**src/rtl/cpu_prog_loader.sv**
```systemverilog
// cpu_prog_loader: byte-stream program loader for the PicoBlaze program memory.
// Frame: HDR_BYTE, len[15:8], len[7:0], (len+1) words of BPW bytes MSB first,
// plus a trailing mod-256 checksum byte when LOADER_CSUM_EN is defined.
// Ports: clk/rst_n (async active-low); rx_valid/rx_data/rx_ready byte input;
// cpu_rst held high while loading; mem_port_wr/addr/data memory write port
// (memory write clock is clk); busy, done pulse, sticky error status.
module cpu_prog_loader #(
  parameter int ADDR_W = 10,
  parameter int INSTR_W = 18,
  parameter logic [7:0] HDR_BYTE = 8'hA5
) (
  input  logic               clk,
  input  logic               rst_n,
  input  logic               rx_valid,
  input  logic [7:0]         rx_data,
  output logic               rx_ready,
  output logic               cpu_rst,
  output logic               mem_port_wr,
  output logic [ADDR_W-1:0]  mem_port_addr,
  output logic [INSTR_W-1:0] mem_port_data,
  output logic               busy,
  output logic               done,
  output logic               error
);
  localparam int BPW = (INSTR_W + 7) / 8;
  localparam int AW = BPW * 8;
  localparam int BCW = $clog2(BPW + 1);
  localparam int unsigned DEPTH = 32'(1) << ADDR_W;
  typedef enum logic [2:0] {IDLE, LEN_HI, LEN_LO, DATA, WRITE,
`ifdef LOADER_CSUM_EN
    CSUM,
`endif
    DONE, ERR} st_t;
  st_t st;
  logic [15:0] len;
  logic [ADDR_W-1:0] cnt;
  logic [BCW-1:0] bc;
  logic [AW-1:0] shreg;
  logic [AW-1:0] nxt;
  logic hs;
  assign hs = rx_valid && rx_ready;
  assign nxt = AW'({shreg, rx_data});
`ifdef LOADER_CSUM_EN
  logic [7:0] sum;
  always_ff @(posedge clk or negedge rst_n)
    if (!rst_n) sum <= '0;
    else if (hs) sum <= (st == LEN_HI || st == LEN_LO || st == DATA) ? sum + rx_data :
                        (st == CSUM) ? sum : 8'd0;
`endif
  always_ff @(posedge clk or negedge rst_n)
    if (!rst_n) begin
      st <= IDLE;
      len <= '0;
      cnt <= '0;
      bc <= '0;
      shreg <= '0;
      rx_ready <= 1'b0;
      cpu_rst <= 1'b0;
      mem_port_wr <= 1'b0;
      mem_port_addr <= '0;
      mem_port_data <= '0;
      busy <= 1'b0;
      done <= 1'b0;
      error <= 1'b0;
    end else begin
      rx_ready <= 1'b1;
      mem_port_wr <= 1'b0;
      done <= 1'b0;
      case (st)
        // DONE and ERR last one cycle and already accept bytes as IDLE would
        IDLE, DONE, ERR: begin
          st <= IDLE;
          if (hs && rx_data == HDR_BYTE) begin
            st <= LEN_HI;
            cpu_rst <= 1'b1;
            busy <= 1'b1;
            error <= 1'b0;
            cnt <= '0;
            bc <= '0;
          end
        end
        LEN_HI: if (hs) begin
          len[15:8] <= rx_data;
          st <= LEN_LO;
        end
        LEN_LO: if (hs) begin
          len[7:0] <= rx_data;
          if (32'({len[15:8], rx_data}) >= DEPTH) begin
            st <= ERR;
            error <= 1'b1;
            busy <= 1'b0;
          end else st <= DATA;
        end
        DATA: if (hs) begin
          shreg <= nxt;
          bc <= (bc == BCW'(BPW - 1)) ? '0 : bc + 1'b1;
          if (bc == BCW'(BPW - 1)) begin
            st <= WRITE;
            rx_ready <= 1'b0;
            mem_port_wr <= 1'b1;
            mem_port_addr <= cnt;
            mem_port_data <= INSTR_W'(nxt);
          end
        end
        WRITE: begin
          cnt <= cnt + 1'b1;
          if (32'(cnt) == 32'(len)) begin
`ifdef LOADER_CSUM_EN
            st <= CSUM;
`else
            st <= DONE;
            done <= 1'b1;
            cpu_rst <= 1'b0;
            busy <= 1'b0;
`endif
          end else st <= DATA;
        end
`ifdef LOADER_CSUM_EN
        CSUM: if (hs) begin
          busy <= 1'b0;
          if (rx_data == sum) begin
            st <= DONE;
            done <= 1'b1;
            cpu_rst <= 1'b0;
          end else begin
            st <= ERR;
            error <= 1'b1;
          end
        end
`endif
        default: st <= IDLE;
      endcase
    end
endmodule

```
**config.mk**
```make
export PLATFORM = sky130hd
export DESIGN_NAME = cpu_prog_loader
export DESIGN_NICKNAME = d
export VERILOG_FILES = /design/src/rtl/cpu_prog_loader.sv
export SDC_FILE = /design/constraint.sdc
export NUM_CORES = 1
export LEC_CHECK = 0
export ABC_AREA = 1
export BUFFER_PORTS_ARGS = -buffer_cell sky130_fd_sc_hd__buf_2
export CAP_MARGIN = 20
export CORE_ASPECT_RATIO = 1.1
export CORE_MARGIN = 2
export CORE_UTILIZATION = 40
export DETAILED_ROUTE_END_ITERATION = 12
export GPL_TIMING_DRIVEN = 0
export PLACE_DENSITY_LB_ADDON = 0.25
export SKIP_LAST_GASP = 1
export SLEW_MARGIN = 20
export SYNTH_ARGS = -nofsm -noshare
export SYNTH_HDL_FRONTEND = slang
export SYNTH_SLANG_ARGS = --single-unit
export TNS_END_PERCENT = 20
```
**constraint.sdc**
```tcl
create_clock -name clk -period 2.5 [get_ports clk]
set_input_delay 0.375 -clock clk [delete_from_list [all_inputs] [get_ports clk]]
set_output_delay 0.375 -clock clk [all_outputs]
set_load 0.005 [all_outputs]
```
==> results.sh <==
export IMPL_cp_top_family="buffers and inverters"
export IMPL_p_comb_frac=0.310
export IMPL_slew_viol_final=0
export IMPL_worstPathArrival_ns=1.70
export IMPL_final_antenna_net_count=0
export IMPL_rsz0062_at_grt="false"
export IMPL_worstSetupEndpointType="flip-flop"
export IMPL_ios=45
export IMPL_synth_cells=391
export IMPL_setup_slack_ns=1.03
export IMPL_path_max_fanout=10
export IMPL_p_clk_frac=0.220
export IMPL_layout_min_cycle_time_ns=1.47
export IMPL_avgSynthCellArea_um2=8.41
export IMPL_min_delay_start="rx_data[1]"
export IMPL_path_buf_inv=2
export IMPL_yosysWarningCount=0
export IMPL_hold_violations=0
export IMPL_dieWidth_um=90.4
export IMPL_rr_startpoint="rx_ready$_DFF_PN0_"
export IMPL_first_pass_iters=4
export IMPL_drc=0
export IMPL_cts_clk_slew_worst_paths_ns=0.08
export IMPL_area_growth_syn_to_layout_pct=17.6
export IMPL_grt_start_max_net_pins=39
export IMPL_cts_max_level=3
export IMPL_p_seq_frac=0.470
export IMPL_dp_hpwl_mm=5.23
export IMPL_wire_per_inst_um=13.0
export IMPL_crit_start="rx_ready$_DFF_PN0_"
export IMPL_top_layer="met4"
export IMPL_layout_commonest_cell="nand2_1"
export IMPL_p_sw_uw=1530
export IMPL_postRouteWirelength_mm=7.26
export IMPL_die_area_um2=8960
export IMPL_gr_total_overflow=0
export IMPL_placed_area_um2=3660
export IMPL_fin_crit_sh=0.589
export IMPL_setup_viol=0
export IMPL_synth_top_cell_by_area="dfrtp_1"
export IMPL_max_stage_delay_ns=0.39
export IMPL_synthTopCellsByArea="dfrtp_1 (57%), nand2_1 (16%), o21ai_0 (7.6%)"
export IMPL_synthFlopType="dfrtp_1"
export IMPL_grt_antenna_before_repair=0
export IMPL_ir_worst_vdd_uv=432
export IMPL_gp_congestion=0.800
export IMPL_ys_ff_latch=75
export IMPL_grt_pass1_vias=2510
export IMPL_synth_top_area_share=0.571
export IMPL_min_path_type="primary input to flip-flop"
export IMPL_power_leakage_uw=0.00208
export IMPL_slowest_stage="dfrtp_1"
export IMPL_internal_power_uw=2650
export IMPL_finClkSkew_ns=0.00706
export IMPL_worst_slew_pin_slew_ns=0.519
export IMPL_status="completed"
export IMPL_fillers=807
export IMPL_grt_usage=0.179
export IMPL_cts_made_buffers=9
export IMPL_async_flop_share=1.00
export IMPL_clock_latency_ns=0.35
export IMPL_preCtsSetupSlack_ns=0.880
export IMPL_startpoint_type="flip-flop"
export IMPL_insertedDiodeCount=0
export IMPL_root_buffer="clkbuf_8"
export IMPL_ys_seq_area_frac=0.571
export IMPL_dr_total_vias=2664
export IMPL_path_class="flip-flop to flip-flop"
export IMPL_routed_via_density=4.76
export IMPL_p_per_area_nw_per_um2=1080
export IMPL_drive_gt1_frac=0.186
export IMPL_final_nets=460
export IMPL_synth_nets=403
export IMPL_stdcell_area_um2=3870
export IMPL_die_y_um=99.1
export IMPL_relSlewSlack=0.652
export IMPL_wl_met3_um=218
export IMPL_tritoncts="yes"
export IMPL_cap_violations=0
export IMPL_worstPathRequired_ns=2.73
export IMPL_fmax_ghz=0.679
export IMPL_dr_wl_met2_mm=3.49
export IMPL_start_util=0.413
export IMPL_ys_types=28
export IMPL_cts_sinks=75
export IMPL_io_buffers=44
export IMPL_cts_setup_buffers=0
export IMPL_drtIter0Drc=139
export IMPL_worstPathCellList="nand2_1 > inv_1 > nand4_1 > clkbuf_1 > o21ai_0"
export IMPL_coreArea_um2=7960
export IMPL_synth_edff_count=0
export IMPL_sw_frac_of_total=0.366
export IMPL_grt_pass1_wl_mm=12.4
export IMPL_setup_tns_ns=0
export IMPL_p_total_uw=4180
export IMPL_clockBufferDepth=2
export IMPL_rows=34
export IMPL_syn_area_um2=3290
export IMPL_met1_length_mm=3.41
export IMPL_final_cell_mix="nand2_1 (141), dfrtp_1 (75), o21ai_0 (50)"
tightest hold or removal path, cell delays in order:
cell and delay, ns:
buf_2 0.07, inv_1 0.09, o21ai_0 0.17
power by group through the flow:
stage          clock network [µW]  logic, µW  registers, µW
2_1_floorplan                   0        895           1940
3_3_place_gp                    0       1270           1970
3_5_place_dp                    0       1300           1990
4_1_cts                       944       1310           1960
5_1_grt                      1010       1530           2030
6_report                      921       1290           1960
path summary, 6_finish.rpt:
path                                                 end  slack (ns)  cells after the start
setup / recovery                     len[12]$_DFFE_PN0P_        1.03                      5
hold / removal              mem_port_data[1]$_DFFE_PN0P_        0.39                      3
setup reg to reg                     len[12]$_DFFE_PN0P_        1.03                      5
hold reg to reg            mem_port_data[13]$_DFFE_PN0P_        0.48                      2
max in group asynchronous                 done$_DFF_PN0_        1.40                      3
min in group asynchronous   mem_port_data[3]$_DFFE_PN0P_        0.53                      2
layer usage:
layer / vias up / GRT usage
met1: 1254 / 0.234
met4: 0 / 0.0781
met3: 11 / 0.0352
met2: 52 / 0.293
met5: - / 0
li1: 1347 / -
what timing repair did:
item | CTS | global route
gates resized for setup | 0 | 0
endpoints found under the hold margin | 37 | 0
hold buffers | 1 | 0
through the flow:
stage | std cells | hold slack, ns | utilization
after floorplan | 391 | 0.0794 | -
after global placement | 543 | 0.459 | 0.458
after detailed placement | 544 | 0.375 | 0.461
after CTS | 560 | 0.382 | 0.486
after global routing | 560 | 0.408 | 0.486
final | 560 | 0.385 | 0.486
cell families after synthesis:
kind of cell | share of synthesized area
AO/OA/AOI/OAI | 0.112
flip-flops | 0.571
buffers and inverters | 0.0719
adder cells (fa/ha/maj) | 0.00381
AND/OR/NAND/NOR | 0.236
XOR/XNOR | 0.00533
cells in the mapped netlist (4+ instances only):
cell / instances
a21oi_1: 6
nand2_1: 141
o21ai_2: 6
buf_2: 5
nand3_1: 14
dfrtp_1: 75
o21ai_0: 50
nand4_1: 4
nor3_1: 4
inv_1: 45
nor2_1: 14
final cells by class:
type | count | area, µm² | share of cell area
Inverter | 49 | 186 | 0.0482
Tap cell | 108 | 135 | 0.0350
Timing Repair Buffer | 46 | 253 | 0.0654
Sequential cell | 75 | 1880 | 0.485
Multi-Input combinational cell | 257 | 1170 | 0.304
Buffer | 10 | 50.0 | 0.0129
Clock inverter | 5 | 63.8 | 0.0165
Clock buffer | 10 | 128 | 0.0330
flip-flops by register name, indices dropped and copies added, names as in the netlist:
| name | cells |
|---|---|
| cpu_rst | 1 |
| done | 1 |
| shreg | 10 |
| bc | 2 |
| busy | 1 |
| st | 3 |
| mem_port_wr | 1 |
| rx_ready | 1 |
| mem_port_data | 18 |
| len | 16 |
| error | 1 |
| cnt | 10 |
| mem_port_addr | 10 |
No activity file was read; power rests on OpenSTA's default activity.
